==> src/rtl/uart_pkg.sv <==
// Shared definitions for the UART transmit FIFO: launch FSM encoding and size defaults.
package uart_pkg;

    localparam int BITLEN_DEF = 8;
    localparam int DEPTH_DEF  = 16;

    typedef enum logic [1:0] {
        ST_IDLE      = 2'd0,
        ST_WAIT_BUSY = 2'd1,
        ST_WAIT_DONE = 2'd2
    } tx_state_e;

endpackage

==> src/rtl/sync_fifo.sv <==
// Circular-buffer FIFO with registered level, full/empty status and a sticky overflow flag.
// DEPTH must be a power of two (>= 2) so the pointers wrap by plain binary overflow.
module sync_fifo
    import uart_pkg::*;
#(
    parameter int BITLEN = BITLEN_DEF,
    parameter int DEPTH  = DEPTH_DEF,
    localparam int AW    = $clog2(DEPTH),
    localparam int LW    = AW + 1
) (
    input  logic              clk,
    input  logic              rstb,
    input  logic [BITLEN-1:0] wr_data,
    input  logic              wr_en,
    input  logic              rd_en,
    input  logic              ovf_clr,
    output logic [BITLEN-1:0] rd_data,
    output logic              full,
    output logic              empty,
    output logic [LW-1:0]     level,
    output logic              overflow
);

    logic [BITLEN-1:0] mem_q [DEPTH];
    logic [AW-1:0]     wr_ptr_q, wr_ptr_d;
    logic [AW-1:0]     rd_ptr_q, rd_ptr_d;
    logic [LW-1:0]     level_q, level_d;
    logic              ovf_q, ovf_d;
    logic              push, pop;

    assign full     = (level_q == LW'(DEPTH));
    assign empty    = (level_q == '0);
    assign level    = level_q;
    assign overflow = ovf_q;
    assign rd_data  = mem_q[rd_ptr_q];

    // A write while full is dropped even if a pop frees a slot this cycle.
    assign push = wr_en & ~full;
    assign pop  = rd_en & ~empty;

    always_comb begin
        wr_ptr_d = wr_ptr_q;
        rd_ptr_d = rd_ptr_q;
        level_d  = level_q;
        ovf_d    = ovf_q;
        if (push) begin
            wr_ptr_d = wr_ptr_q + AW'(1);
        end
        if (pop) begin
            rd_ptr_d = rd_ptr_q + AW'(1);
        end
        case ({push, pop})
            2'b10:   level_d = level_q + LW'(1);
            2'b01:   level_d = level_q - LW'(1);
            default: level_d = level_q;
        endcase
        if (wr_en && full) begin
            ovf_d = 1'b1;
        end else if (ovf_clr) begin
            ovf_d = 1'b0;
        end
    end

    always_ff @(posedge clk or negedge rstb) begin
        if (!rstb) begin
            wr_ptr_q <= '0;
            rd_ptr_q <= '0;
            level_q  <= '0;
            ovf_q    <= 1'b0;
        end else begin
            wr_ptr_q <= wr_ptr_d;
            rd_ptr_q <= rd_ptr_d;
            level_q  <= level_d;
            ovf_q    <= ovf_d;
        end
    end

    // Storage has no reset so it maps onto distributed RAM.
    always_ff @(posedge clk) begin
        if (push) begin
            mem_q[wr_ptr_q] <= wr_data;
        end
    end

endmodule

==> src/rtl/uart_tx_fifo.sv <==
// Transmit FIFO in front of a UART transmitter: queues words and launches them one at a
// time, holding tx_data steady until the transmitter has finished the frame.
module uart_tx_fifo
    import uart_pkg::*;
#(
    parameter int BITLEN = BITLEN_DEF,
    parameter int DEPTH  = DEPTH_DEF
) (
    input  logic                   clk,
    input  logic                   rstb,
    input  logic [BITLEN-1:0]      wr_data,
    input  logic                   wr_en,
    input  logic                   ovf_clr,
    input  logic                   tx_busy,
    output logic [BITLEN-1:0]      tx_data,
    output logic                   tx_data_ready,
    output logic                   full,
    output logic                   empty,
    output logic [$clog2(DEPTH):0] level,
    output logic                   overflow
);

    logic [1:0]        rst_sync_q;
    logic              rst_int_n;
    tx_state_e         state_q, state_d;
    logic [BITLEN-1:0] tx_data_q, tx_data_d;
    logic              rdy_q, rdy_d;
    logic              pop;
    logic [BITLEN-1:0] head;

    // Reset asserts immediately but releases two edges after rstb rises.
    always_ff @(posedge clk or negedge rstb) begin
        if (!rstb) begin
            rst_sync_q <= 2'b00;
        end else begin
            rst_sync_q <= {rst_sync_q[0], 1'b1};
        end
    end

    assign rst_int_n = rst_sync_q[1];

    sync_fifo #(
        .BITLEN (BITLEN),
        .DEPTH  (DEPTH)
    ) u_fifo (
        .clk      (clk),
        .rstb     (rst_int_n),
        .wr_data  (wr_data),
        .wr_en    (wr_en),
        .rd_en    (pop),
        .ovf_clr  (ovf_clr),
        .rd_data  (head),
        .full     (full),
        .empty    (empty),
        .level    (level),
        .overflow (overflow)
    );

    always_comb begin
        state_d   = state_q;
        tx_data_d = tx_data_q;
        rdy_d     = 1'b0;
        pop       = 1'b0;
        case (state_q)
            ST_IDLE: begin
                if (!empty) begin
                    pop       = 1'b1;
                    tx_data_d = head;
                    rdy_d     = 1'b1;
                    state_d   = ST_WAIT_BUSY;
                end
            end
            ST_WAIT_BUSY: begin
                if (tx_busy) begin
                    state_d = ST_WAIT_DONE;
                end
            end
            ST_WAIT_DONE: begin
                if (!tx_busy) begin
                    state_d = ST_IDLE;
                end
            end
            default: state_d = ST_IDLE;
        endcase
    end

    always_ff @(posedge clk or negedge rst_int_n) begin
        if (!rst_int_n) begin
            state_q   <= ST_IDLE;
            tx_data_q <= '0;
            rdy_q     <= 1'b0;
        end else begin
            state_q   <= state_d;
            tx_data_q <= tx_data_d;
            rdy_q     <= rdy_d;
        end
    end

    assign tx_data       = tx_data_q;
    assign tx_data_ready = rdy_q;

endmodule

==> config.mk <==
export PLATFORM = sky130hd
export DESIGN_NAME = uart_tx_fifo
export DESIGN_NICKNAME = d
export VERILOG_FILES = /design/src/rtl/uart_pkg.sv /design/src/rtl/sync_fifo.sv /design/src/rtl/uart_tx_fifo.sv
export SDC_FILE = /design/constraint.sdc
export NUM_CORES = 1
export LEC_CHECK = 0
export CORE_ASPECT_RATIO = 0.75
export CORE_MARGIN = 3
export CORE_UTILIZATION = 40
export DETAILED_ROUTE_END_ITERATION = 12
export SYNTH_ARGS = -nofsm -noshare
export SYNTH_HDL_FRONTEND = slang
export SYNTH_SLANG_ARGS = --single-unit
==> constraint.sdc <==
create_clock -name clk -period 1.87 [get_ports clk]
set_input_delay 0.4675 -clock clk [delete_from_list [all_inputs] [get_ports clk]]
set_output_delay 0.4675 -clock clk [all_outputs]
set_load 0.01 [all_outputs]
======== Yosys cells after proc, flatten, opt, wreduce, memory -nomap -nowiden ========
Memories as Yosys holds them, arrays and structs flattened. A register that Yosys moved wholly into a read port is not among the register bits.
Index checks and enable logic that the tools add are counted.
cells by class
  muxes and demuxes ....................... 11
  shift operators ......................... 0
  reductions and logical operators ........ 8
  bitwise operators ....................... 4
  multipliers ............................. 0
  add/subtract/negate cells ............... 4
  div/mod/pow operators ................... 0
  magnitude comparators ................... 0
  equality and inequality tests ........... 8
operators by type and width
  kind                                                                   number
  5-bit one-hot mux with 2 select lines                                  1
  4-bit by 1-bit adder with 4-bit output, second input constant          2
  1-bit two-way mux                                                      6
  2-bit two-way mux                                                      3
  2-bit inequality test, second input constant                           3
  2-bit one-hot mux with 3 select lines                                  1
  5-bit by 1-bit adder with 5-bit output, second input constant          1
  5-bit equality test, second input constant                             1
  5-bit logical NOT                                                      1
  5-bit by 1-bit subtractor with 5-bit output, second input constant     1
  2-bit by 1-bit equality test with 1-bit output, second input constant  2
  2-bit equality test, second input constant                             2
  2-bit nonzero test                                                     2
  3-bit AND reduction                                                    1
  1-bit bitwise AND                                                      2
  2-bit logical NOT                                                      1
  1-bit inverter                                                         2
  2-bit AND reduction                                                    1
  1-bit logical AND                                                      1
  1-bit logical NOT                                                      1
storage, ports and cells
  memory bits (read-only) ................. 0
  bits in latches ......................... 0
  bits in writable memories ............... 128
  bits in registers ....................... 19
  memories ................................ 1
  output and inout bits ................... 17
  bits of input ports ..................... 13
memories
  name          depth  width  read ports  clocked after Yosys merged registers in  write ports  RTL line         source
  u_fifo.mem_q  16     8      1           1                                        1            sync_fifo.sv:24  logic [BITLEN-1:0] mem_q [DEPTH];

======== Logic depth before layout (Yosys ltp) ========
Gate-level depths: netlist of run 1.
  depth in word-level cells ............... 6
  gate-level depth with buffers ........... 14

======== Modules after synthesis ========
Synthesis of run 1 repeated with hierarchy kept, for this count alone.
second synthesis, totals
  cells, all modules ...................... 362
  area, all modules ....................... 6283.5 um2
modules (own cells, without submodules)
  module        area an instance (um2)  cells each  times used
  sync_fifo     5816.8                  335         1
  uart_tx_fifo  466.7                   27          1

======== Least setup slack after synthesis of run 1 ========
Ideal clock, no wire load.
  path type ............................... reg-to-reg
  start ................................... register u_fifo.level_q[1] (netlist: u_fifo.level[1])
  end ..................................... register u_fifo.level_q[4] (netlist: u_fifo.level[4])
  path buffers ............................ 3
  period minus slack after synthesis ...... 3.181 ns
  cell stages (with the launch flop) ...... 14
  arrival time ............................ 3.050 ns
  path slack .............................. -1.311 ns
  setup time .............................. 0.131 ns
  path through ............................ dfrtp_1 > buf_6 > or3_1 > buf_2 > o31ai_4 > inv_4 > ha_1 > clkbuf_1 > xor2_1 > ha_1 > or3b_2 > a211oi_1 > o21bai_1 > xnor2_1
on the way
  cells in the longest elaborated chain, start to end .. 6
  elaborated cells between the ends (all ways) .. 14
  classes of those cells .................. add/sub: 2; eq/ne: 3; mux: 3; bitwise: 4; reduce/logical: 2
ends and longest elaborated chain
  item                                                                                          RTL line            source
  start, declared                                                                               sync_fifo.sv:27     logic [LW-1:0] level_q, level_d;
  start signal, assigned                                                                        sync_fifo.sv:73     level_q <= level_d;
  5-bit logical NOT (*)                                                                         sync_fifo.sv:32     assign empty = (level_q == '0);
  1-bit two-way mux (*)                                                                         uart_tx_fifo.sv:66  if (!empty) begin
  1-bit two-way mux (*)                                                                         uart_tx_fifo.sv:64  case (state_q)
  net pop                                                                                       uart_tx_fifo.sv:28  logic pop;
  1-bit bitwise AND (*)                                                                         sync_fifo.sv:39     assign pop = rd_en & ~empty;
  2-bit by 1-bit equality test with 1-bit output / 2-bit equality test (equally long branches)  sync_fifo.sv:52     case ({push, pop})
  5-bit one-hot mux with 2 select lines / 2-bit nonzero test (equally long branches)            --
Mark *: on every way through the listed nets, which the timed path passes. The rest lies on a longest branch.
A chain may end at the register's enable or synchronous reset.

======== Final worst setup path of run 1 ========
Ends and elaborated chain as after synthesis.

==> results.md, run 1 <==
* Worst Tran Pin Value at between 0.6 and 0.7 ns
* Cell taking the most area after synthesis: edfxtp_1
* Clk sinks at roughly 160
* Crit Path Category: reg -> reg
* Via count at 3298
* DR iter-0 viols at roughly 280
* Max-cap violations at 0
* WL final at roughly 13 mm
* Crit Path Max Fanout at 3
* Top cell type's share of synthesized area at between 60% and 70%
* Root Buffer Master: clkbuf_16
* Rel. slew slack at 57.6%
* CTS tree: built
* First-pass GRT wire length at between 15 and 20 mm
* DR pass1 iterations at 4
* Worst Skew at 0.00745 ns
* Crit-path cells: or3_4 > o31ai_4 > inv_4 > ha_4 > xor2_1 > ha_2 > or3b_4 > a211oi_2 > o21bai_1 > xnor2_1
* Failing checks: negative setup slack
* Initial Util at 42.0%
* Register area share after synthesis at 72.4%
* Layout cells sized above 1 at between 40% and 50%
* # DRC at 0
* Max stage delay on crit path at approximately 0.4 ns
* DP Area at 7430 sq um
* Ys Warns at 0
* Final Hold Fails at 0
* P&R area growth vs syn at 31.9%
* Initial antenna violation count at 0
* Crit. End Element: flop
* GR Overflow Total at 0
* Vias/cell at slightly above 5
* Synthesized net count at between 300 and 400
* IO Pins at 30
* Non-Filler Instances at 645
* Synthesized cell area at 6250 sq um
* Post-Syn Area per Cell at 18.8 sq um
* Die Area at between 15000 and 20000 sq um
* Post-synth ARST share at between 10% and 20%
* Routed Antenna Nets at 0
* Commonest cells after routing, fill and taps aside: edfxtp_1 (128), buf_4 (41), mux4_2 (32)
* Final Max Slew Viols at 0
* Crit share post-route at 132%
* Final core occ at 55.4%
* Die Wd at between 150 and 200 um
* Critical Path Source Type: flop
* CTS max path bufs at 2
* Antenna cells at 0
* F_max at 406 MHz
* RePlAce Congestion at 0.752
* Post-Place Worst Slack at -0.782 ns
* CP required at between 2 and 2.5 ns
* Minimum clock period at ~2.5 ns
* Yosys cell types at 38
* PwrDens at around 1600 nW/um^2
* Commonest non-fill, non-tap cell in the layout: edfxtp_1
* Clk_lat worst skew at 0.42 ns
* Vias in the first global route at roughly 3400
* Site Rows at 38
* Largest cells by area after synthesis: edfxtp_1 (62%), mux4_2 (12%), dfrtp_1 (11%)
* Worst VDD drop at just under 900 uV
* Post-synthesis cell count at between 300 and 400
* Nets at approximately 450
* Placed Cells incl. Taps at 599
* Status: finished, violations left
* H-tree depth at 4
* Post-DP HPWL at ~8.0 mm
* HP Class: in -> async
* Routed WL per cell at just under 20 um
* #FFs+latches synth at roughly 160
* Port Buffers at 29
* Total track usage at about 16%
* Hold_buf cts at 0
* Clk slew on worst S/H paths at 0.06 ns
* Setup ws final at -0.596 ns
* Pin count of the biggest net entering global routing at 28
* Slowest CP cell: or3_4
* RSZ-0062 raised after global routing: true
* Die Ht at approximately 110 um
* Static Leak at 2.93 nW
* Core ar. at approximately 15000 sq um
* Final setup vio count at 8
* Final Cell Area at a little over 8000 sq um
* Clock buffer count from CTS at 17
* Arr. time, crit path at ~2.8 ns
* Post-synth EDFFs at around 130
* Ys flop type: edfxtp_1
-- per-layer routing --
metal,GRT usage (%),up-vias,wire [um]
li1,-,1504,-
met1,23.0,1718,6120
met2,23.7,61,5930
met3,3.21,15,492
met4,6.76,0,204
met5,0,-,0
-- synth_stat cells, types with 2 or more instances --
cell type and instances:
buf_6 3, xor2_1 5, nand2_1 18, a211oi_1 2, inv_1 5, nor3_1 7, edfxtp_1 128, xnor2_1 8
clkbuf_1 2, mux2_2 8, nand2b_1 3, buf_1 3, buf_2 6, o21ai_0 10, buf_4 5, nor2_1 14
a21oi_1 4, dfrtp_1 27, ha_1 8, mux4_2 32, a211o_1 2, mux2i_1 15, nor2b_1 2, nand4_1 2
-- repair_timing --
item | CTS | global route
resized for setup | 23 | 36
endpoints found under the setup margin | 50 | 132
gates cloned | 0 | 1
setup buffers | 3 | 13
pin swaps | 4 | 6
-- per-stage QoR --
stage                     power (W)  setup TNS (ns)  hold slack (ns)
after floorplan             0.00750           -3.54            0.172
after global placement      0.00927          -24.63            0.255
after detailed placement    0.00933          -27.62            0.256
after CTS                    0.0125           -2.64            0.193
after global routing         0.0137           -3.10            0.195
final                        0.0130           -2.47            0.207
-- final timing paths --
path	start	end	slack [ns]	cells past startpoint
worst max-delay path	u_fifo.level[1]$_DFFE_PN0P_	u_fifo.level[4]$_DFFE_PN0P_	-0.60	10
worst min-delay path	rstb	rst_sync_q[0]$_DFF_PN0_	0.21	1
worst max register to register	u_fifo.level[1]$_DFFE_PN0P_	u_fifo.level[4]$_DFFE_PN0P_	-0.60	10
worst min register to register	rst_sync_q[1]$_DFF_PN0_	tx_data[6]$_DFFE_PN0P_	0.25	1
max in group asynchronous	rst_sync_q[1]$_DFF_PN0_	u_fifo.rd_ptr_q[0]$_DFFE_PN0P_	1.34	1
min in group clk	rst_sync_q[0]$_DFF_PN0_	rst_sync_q[1]$_DFF_PN0_	0.35	0
-- kinds of logic after synthesis --
family                   synth area share [%]
other                                  0.0600
XOR/XNOR                                 1.82
multiplexers                             15.4
buffers and inverters                    2.32
AND/OR/NAND/NOR                          4.07
AO/OA/AOI/OAI                            2.38
adder cells (fa/ha/maj)                  1.60
flip-flops                               72.4
-- layout make-up --
| type | count | area (sq um) |
|---|---|---|
| flip-flops and latches | 155 | 4520 |
| inverters | 6 | 25.0 |
| fillers | 1163 | 6640 |
| clock inverters | 11 | 71.3 |
| multi-input cells | 153 | 1820 |
| repair buffers | 99 | 1100 |
| clock buffers | 21 | 450 |
| well taps | 200 | 250 |
-- registers in the layout, summed over array words and instances, names as in the netlist --
signal / cells
rst_sync_q: 2
tx_data_ready: 1
state_q: 2
u_fifo.level: 5
u_fifo.rd_ptr_q: 4
u_fifo.mem_q: 128
u_fifo.wr_ptr_q: 4
tx_data: 8
u_fifo.overflow: 1
-- critical path: cells and delay by family, from the launching register on --
family	cells	cell delay [ns]
XOR/XNOR	2	0.29
adder cells (fa/ha/maj)	2	0.34
flip-flops	1	0.38
AO/OA/AOI/OAI	3	0.52
AND/OR/NAND/NOR	2	0.78
buffers and inverters	1	0.06
-- report_power, final --
part           switching, W  internal, W
logic               0.00240      0.00294
clock network       0.00131      0.00172
registers          0.000322      0.00431
total               0.00403      0.00897
Power figures use the tool's default switching activity.
==> run 2, diff against run 1 <==
--- a/config.mk
+++ b/config.mk
@@ -5,6 +5,8 @@
 export SDC_FILE = /design/constraint.sdc
 export NUM_CORES = 1
 export LEC_CHECK = 0
+export ABC_AREA = 1
+export ABC_CLOCK_PERIOD_IN_PS = 1870
 export CORE_ASPECT_RATIO = 0.75
 export CORE_MARGIN = 3
 export CORE_UTILIZATION = 40
==> results.md, run 2 <==
* Placed Cells incl. Taps at roughly 950
* CTS tree: built
* Cell taking the most area after synthesis: edfxtp_1
* Reg2Reg Setup Slack at -0.14 ns
* Register area share after synthesis at between 60% and 70%
* Vias/cell at between 4 and 5
* Internal power at a little under 0.009 W
* Setup ws final at -0.144 ns
* Vias in the first global route at ~4600
* #FFs+latches synth at about 160
* Yosys cell types at 23
* Synthesized net count at approximately 710
* F_max at 497 MHz
* TNS Setup at -0.428 ns
* Root Buffer Master: clkbuf_16
* Top cells by count, synth: nand2_1 (226), edfxtp_1 (128), inv_1 (119)
* Site Rows at 40
* Crit path top cell by count: nand2_1
* Non-Filler Instances at between 900 and 1000
* Nets at 784
* DR pass1 iterations at 5
* WL final at roughly 16 mm
* Post-synth ARST share at between 10% and 20%
* Post-Place Worst Slack at -0.423 ns
* Failing checks: negative setup slack
* Crit Path Category: reg -> reg
* P_sw at just under 0.005 W
* Arr. time, crit path at between 2 and 2.5 ns
* Routed Antenna Nets at 0
* Initial antenna violation count at 1
* Port Buffers at 29
* IO Pins at 30
* Antenna cells at 0
* Seq pwr share at roughly a third
* Minimum clock period at roughly 2.0 ns
* Layout cells sized above 1 at 16.2%
* Biggest register: u_fifo.mem_q
* Max-cap violations at 0
* RSZ-0062 raised after global routing: true
* Synthesized cell area at about 6900 sq um
* Post-synthesis xor/xnor area fraction at between 1 and 1.5%
* # DRC at 0
* Die Ht at 120 um
* Status: finished, violations left
* CTS max path bufs at 2
* Final setup vio count at 5
* Static Leak at 3.77 nW
* First-pass GRT wire length at ~25 mm
* PwrDens at approximately 1600 nW/um^2
* GR Overflow Total at 0
* Die Wd at about 160 um
* H-tree depth at 4
* Combinational share of power at roughly two fifths
* Main combinational cell family by area after synthesis: simple AND/OR/NAND/NOR gates
* Ys Warns at 0
* Routed WL per cell at around 17 um
* Commonest cells after routing, fill and taps aside: nand2_1 (216), edfxtp_1 (128), inv_1 (113)
* Count leader, synth: nand2_1
* Final Hold Fails at 0
* RePlAce Congestion at 0.877
* DR iter-0 viols at between 400 and 500
* Crit-path cells: nor2_2 > nand3_1 > inv_2 > nand2_2 > nand2_2 > inv_4 > ha_4 > xor2_2 > ha_2 > inv_2 > nand2_4 > nand3_4 > a21oi_2 > nand2_1 > nand2_1 > nand2_1
* P&R area growth vs syn at 23.8%
* Die Area at 18800 sq um
* Pin count of the biggest net entering global routing at 67
* Max FFs per register at 128
* Core ar. at 16400 sq um
* Clk network pwr share at about 27%
* Tot Pwr at around 0.014 W
* Post-synthesis cell count at 686
* Worst VDD drop at about 800 uV
* HP Class: in -> async
* Fill cells at 1447
* Slowest CP cell: dfrtp_2
* Via count at 4803
* Largest cells by area after synthesis: edfxtp_1 (56%), nand2_1 (12%), dfrtp_1 (9.8%)
* Crit share post-route at 108%
* Commonest non-fill, non-tap cell in the layout: nand2_1
* Ys flop type: edfxtp_1
* Total track usage at between 10% and 20%
* Synth Area in Adders at roughly 1.5%
* Top cell type's share of synthesized area at roughly 56%
* Clock buffer count from CTS at 17
* CP required at roughly 2.2 ns
* Critical Path Source Type: flop
* Initial Util at between 40% and 50%
* Sw Ratio at between 30% and 40%
* Clk sinks at between 150 and 200
* Final Max Slew Viols at 0
* Post-synth EDFFs at around 130
* Post-DP HPWL at between 10 and 15 mm
* Crit. End Element: flop
* Post-synthesis compound-gate area fraction at 1.09%
* Clk slew on worst S/H paths at ~0.060 ns
* Max stage delay on crit path at a little over 0.4 ns
* Clk_lat worst skew at between 0.4 and 0.5 ns
* Post-Synth Simple-Gate Area at about a fifth
* Worst Skew at 0.00879 ns
* Crit Path Max Fanout at 3
* Post-Syn Area per Cell at 10.0 sq um
* Hold_buf cts at 0
* Mux share of post-synthesis cell area at 0%
[run 2: worst paths after layout]
| kind | from | end | cells past startpoint |
|---|---|---|---|
| worst max-delay path | u_fifo.level[0]$_DFFE_PN0P_ | u_fifo.level[4]$_DFFE_PN0P_ | 16 |
| worst min-delay path | rstb | rst_sync_q[1]$_DFF_PN0_ | 1 |
| worst max register to register | u_fifo.level[0]$_DFFE_PN0P_ | u_fifo.level[4]$_DFFE_PN0P_ | 16 |
| worst min register to register | rst_sync_q[1]$_DFF_PN0_ | u_fifo.wr_ptr_q[2]$_DFFE_PN0P_ | 1 |
| max in group asynchronous | rst_sync_q[1]$_DFF_PN0_ | u_fifo.rd_ptr_q[0]$_DFFE_PN0P_ | 1 |
| min in group clk | rst_sync_q[0]$_DFF_PN0_ | rst_sync_q[1]$_DFF_PN0_ | 0 |
[run 2: kinds of logic (layout without fill, tap and decap cells)]
logic type	after synthesis	in the layout
XOR/XNOR	8	8
flip-flops	155	155
adder cells (fa/ha/maj)	8	8
other	1	1
AO/OA/AOI/OAI	14	14
AND/OR/NAND/NOR	350	350
buffers and inverters	150	240
[run 2: per-layer routing]
metal	part of all wire, %	routed length, um	vias to the layer above	track usage, %
met5	0	0	-	0
met4	1.4	224	0	5.15
met3	6.9	1130	23	4.83
li1	-	-	2342	-
met2	44	7200	155	26.1
met1	48	7760	2283	26.5
[run 2: critical path, delay by kind of cell (launching register included)]
kind	cells	cell delay, ns
DFF	1	0.41
adders and majority gates	2	0.36
xor gates and xnor gates	1	0.18
AOI/OAI and AO/OA	1	0.15
and+or+nand+nor	9	0.64
buffers and inverters	3	0.17
[run 2: per-stage QoR]
stage	hold slack [ns]	util [%]	area [sq um]
floorplan	0.172	-	6930
global placement	0.236	46.9	7690
detailed placement	0.248	46.9	7690
CTS	0.196	51.0	8370
global route	0.197	51.8	8510
finish	0.208	51.8	8510
[run 2: timing repair]
item	4_1_cts	5_1_grt
resized for setup	23	27
pin swaps	6	15
setup endpoints to repair	11	7
setup buffers	3	6
hold endpoints to repair	0	0
[run 2: power groups by stage]
stage                     clock (W)  combinational (W)  sequential (W)
after floorplan                   0            0.00310         0.00465
after global placement            0            0.00479         0.00458
after detailed placement          0            0.00488         0.00460
after CTS                   0.00379            0.00500         0.00454
after global routing        0.00394            0.00593         0.00459
final                       0.00374            0.00538         0.00454
[run 2: layout make-up]
type,instances,area (sq um),share of cell area [%]
inverter,122,463,5.44
sequential,155,4520,53.2
tap,210,263,3.09
clock inverter,15,223,2.62
timing repair buffer,86,766,9.00
clock buffer,17,425,5.00
multi-input combinational,381,1850,21.7
==> run 3, diff against run 2 <==
--- a/config.mk
+++ b/config.mk
@@ -6,11 +6,11 @@
 export NUM_CORES = 1
 export LEC_CHECK = 0
 export ABC_AREA = 1
-export ABC_CLOCK_PERIOD_IN_PS = 1870
 export CORE_ASPECT_RATIO = 0.75
 export CORE_MARGIN = 3
 export CORE_UTILIZATION = 40
 export DETAILED_ROUTE_END_ITERATION = 12
 export SYNTH_ARGS = -nofsm -noshare
 export SYNTH_HDL_FRONTEND = slang
+export SYNTH_HIERARCHICAL = 1
 export SYNTH_SLANG_ARGS = --single-unit
==> results.md, run 3 <==
* Status: finished, violations left
* Failing checks: negative setup slack
* Initial Util at 41.6%
* Minimum clock period at 2.05 ns
* DR iter-0 viols at between 400 and 500
* Top cell type's share of synthesized area at a little under three fifths
* Reg2Reg Depth at 15
* Pin count of the biggest net entering global routing at 48
* Crit share post-route at 110%
* GR peak layer: met1
* Met1 usage at a little over a quarter
* Arr. time, crit path at 2.37 ns
* Yosys cell types at 25
* Worst Tran Pin Value at approximately 0.55 ns
* Post-synthesis cell count at between 600 and 700
* Vias/cell at ~4.8
* Initial antenna violation count at 0
* Min Hold Slack at 0.201 ns
* CP required at about 2.2 ns
* Clk_lat worst skew at ~0.42 ns
* F_max at approximately 500 MHz
* Hold_buf cts at 0
* GR Overflow Total at 0
* Met2 global-route usage at roughly 25%
* Final core occ at between 50% and 60%
* Max FFs per register at between 100 and 150
* Post-Syn Area per Cell at about 10 sq um
* Static Leak at around 3.6 nW
* RSZ-0062 raised after global routing: true
* Reg2Reg Setup Slack at -0.18 ns
* Ys flop type: edfxtp_1
* Port Buffers at 29
* Die Wd at about 160 um
* Final Hold Fails at 0
* Worst Skew at about 0.0085 ns
* First-pass GRT wire length at ~25 mm
* Root Buffer Master: clkbuf_16
* Core ar. at about 16000 sq um
* Final Max Slew Viols at 0
* Rel. slew slack at between 60% and 70%
* Post-synth ARST share at between 15 and 20%
* Largest cells by area after synthesis: edfxtp_1 (57%), nand2_1 (14%), dfrtp_1 (10%)
* HP Class: in -> async
* IO Pins at 30
* Die Area at between 15000 and 20000 sq um
* RePlAce Congestion at approximately 0.84
* H-tree depth at 4
* Crit. End Element: flop
* Synthesized cell area at 6760 sq um
* Critical Path Source Type: flop
* Via count at ~4700
* Setup ws final at -0.180 ns
* #FFs+latches synth at around 160
* Register area share after synthesis at about two thirds
* Clk slew on worst S/H paths at ~0.060 ns
* Nets at a little under 800
* Biggest register: u_fifo/mem_q
* Count leader, synth: nand2_1
* Commonest cells after routing, fill and taps aside: nand2_1 (251), edfxtp_1 (128), inv_1 (63)
* P&R area growth vs syn at 25.7%
* # DRC at 0
* Ys Warns at 6
* DR pass1 iterations at 5
* Die Ht at about 120 um
* Cell taking the most area after synthesis: edfxtp_1
* Total track usage at about 18%
* Clock buffer count from CTS at 17
* Met3 GRT Util at under 10%
* WL final at between 15 and 20 mm
* Reg-to-reg startpoint: u_fifo/level[1]$_DFFE_PN0P_
* Max-cap violations at 0
* Post-Place Worst Slack at -0.307 ns
* Post-DP HPWL at 10.6 mm
* Site Rows at 40
* Top cells by count, synth: nand2_1 (257), edfxtp_1 (128), inv_1 (72)
* PwrDens at about 1600 nW/um^2
* Reg2reg end: u_fifo/level[4]$_DFFE_PN0P_
* Commonest non-fill, non-tap cell in the layout: nand2_1
* Synthesized net count at roughly 700
* Tot Pwr at 0.0135 W
* Fill cells at approximately 1400
* Routed Antenna Nets at 0
* CTS max path bufs at 2
* CTS tree: built
* Vias in the first global route at approximately 4600
* Final setup vio count at roughly 130
* Antenna cells at 0
* Post-synth EDFFs at between 100 and 150
* Crit Path Max Fanout at 5
* Worst VDD drop at between 700 and 800 uV
* Crit Path Category: reg -> reg
* Routed WL per cell at between 15 and 20 um
* Clk sinks at 155
* Layout cells sized above 1 at between 15 and 20%
run 3: cell types whose count changed in the layout (fill, tap and decap cells not counted), sizes merged, moves of 3 or more:
cell / change
buf: -7
nor3: -12
nor2: +64
nand3: -42
clkinv: -6
inv: -43
nand2: +31
nand4: +3
run 3: stage by stage:
step	cell area (sq um)	std cells	TNS, ns
2_1_floorplan	6800	674	-1.01
3_3_place_gp	7700	942	-31.24
3_5_place_dp	7700	942	-33.76
4_1_cts	8400	979	-0.804
5_1_grt	8500	974	-21.04
6_report	8500	974	-8.71
run 3: how the worst max path moves through the flow:
stage	endpoint	from	slack, ns	depth (start not counted)
CTS	u_fifo/level[4]$_DFFE_PN0P_	u_fifo/level[1]$_DFFE_PN0P_	-0.17	15
floorplan	u_fifo/level[4]$_DFFE_PN0P_	u_fifo/level[2]$_DFFE_PN0P_	-0.31	15
global route	u_fifo/level[4]$_DFFE_PN0P_	u_fifo/level[0]$_DFFE_PN0P_	-0.33	19
global placement	u_fifo/mem_q[10][1]$_DFFE_PP_	wr_en	-0.29	7
detailed placement	u_fifo/mem_q[14][0]$_DFFE_PP_	wr_en	-0.31	7
finish	u_fifo/level[4]$_DFFE_PN0P_	u_fifo/level[1]$_DFFE_PN0P_	-0.18	15
run 3: cell type report:
type                    instances  area (sq um)  area share (%)
multi-input cells             422          2030            23.9
clock inverters                13           190            2.24
repair buffers                 79           762            8.97
inverters                      76           299            3.52
well taps                     210           263            3.09
flip-flops and latches        155          4520            53.2
clock buffers                  19           433            5.09
run 3: layer usage:
metal / routed length, um / part of all wire (%)
met2: 6870 / 43
met3: 1140 / 7.2
met5: 0 / 0
met4: 250 / 1.6
met1: 7640 / 48
run 3: where the power goes:
| part | switching, W | total, W | internal [W] |
|---|---|---|---|
| logic | 0.00327 | 0.00533 | 0.00206 |
| clock network | 0.00138 | 0.00362 | 0.00224 |
| registers | 0.000285 | 0.00457 | 0.00428 |
run 3: cell families after synthesis:
logic type,after synthesis,synth area share (%)
compound gates,9,0.666
other cells,1,0.0555
simple gates,394,23.6
xor+xnor,8,1.04
flops,155,66.8
fa+ha+maj,10,1.96
buf+inv,97,5.86
run 3: critical path: stages, from the launching register on:
cell	delay (ns)
dfrtp_1	0.39
nor2_2	0.14
buf_4	0.12
nand4_1	0.14
nand2_2	0.14
ha_4	0.20
inv_4	0.04
fa_2	0.34
inv_1	0.06
nand2_1	0.05
nand2_2	0.07
nand2_1	0.05
nand2_1	0.05
nand2_1	0.05
nand2_1	0.05
nand2_1	0.04
run 3: timing repair:
item                                    CTS  global route
buffers inserted                          6             8
endpoints found under the setup margin   75           135
gates resized for setup                  27            41
pin swaps                                 4             7
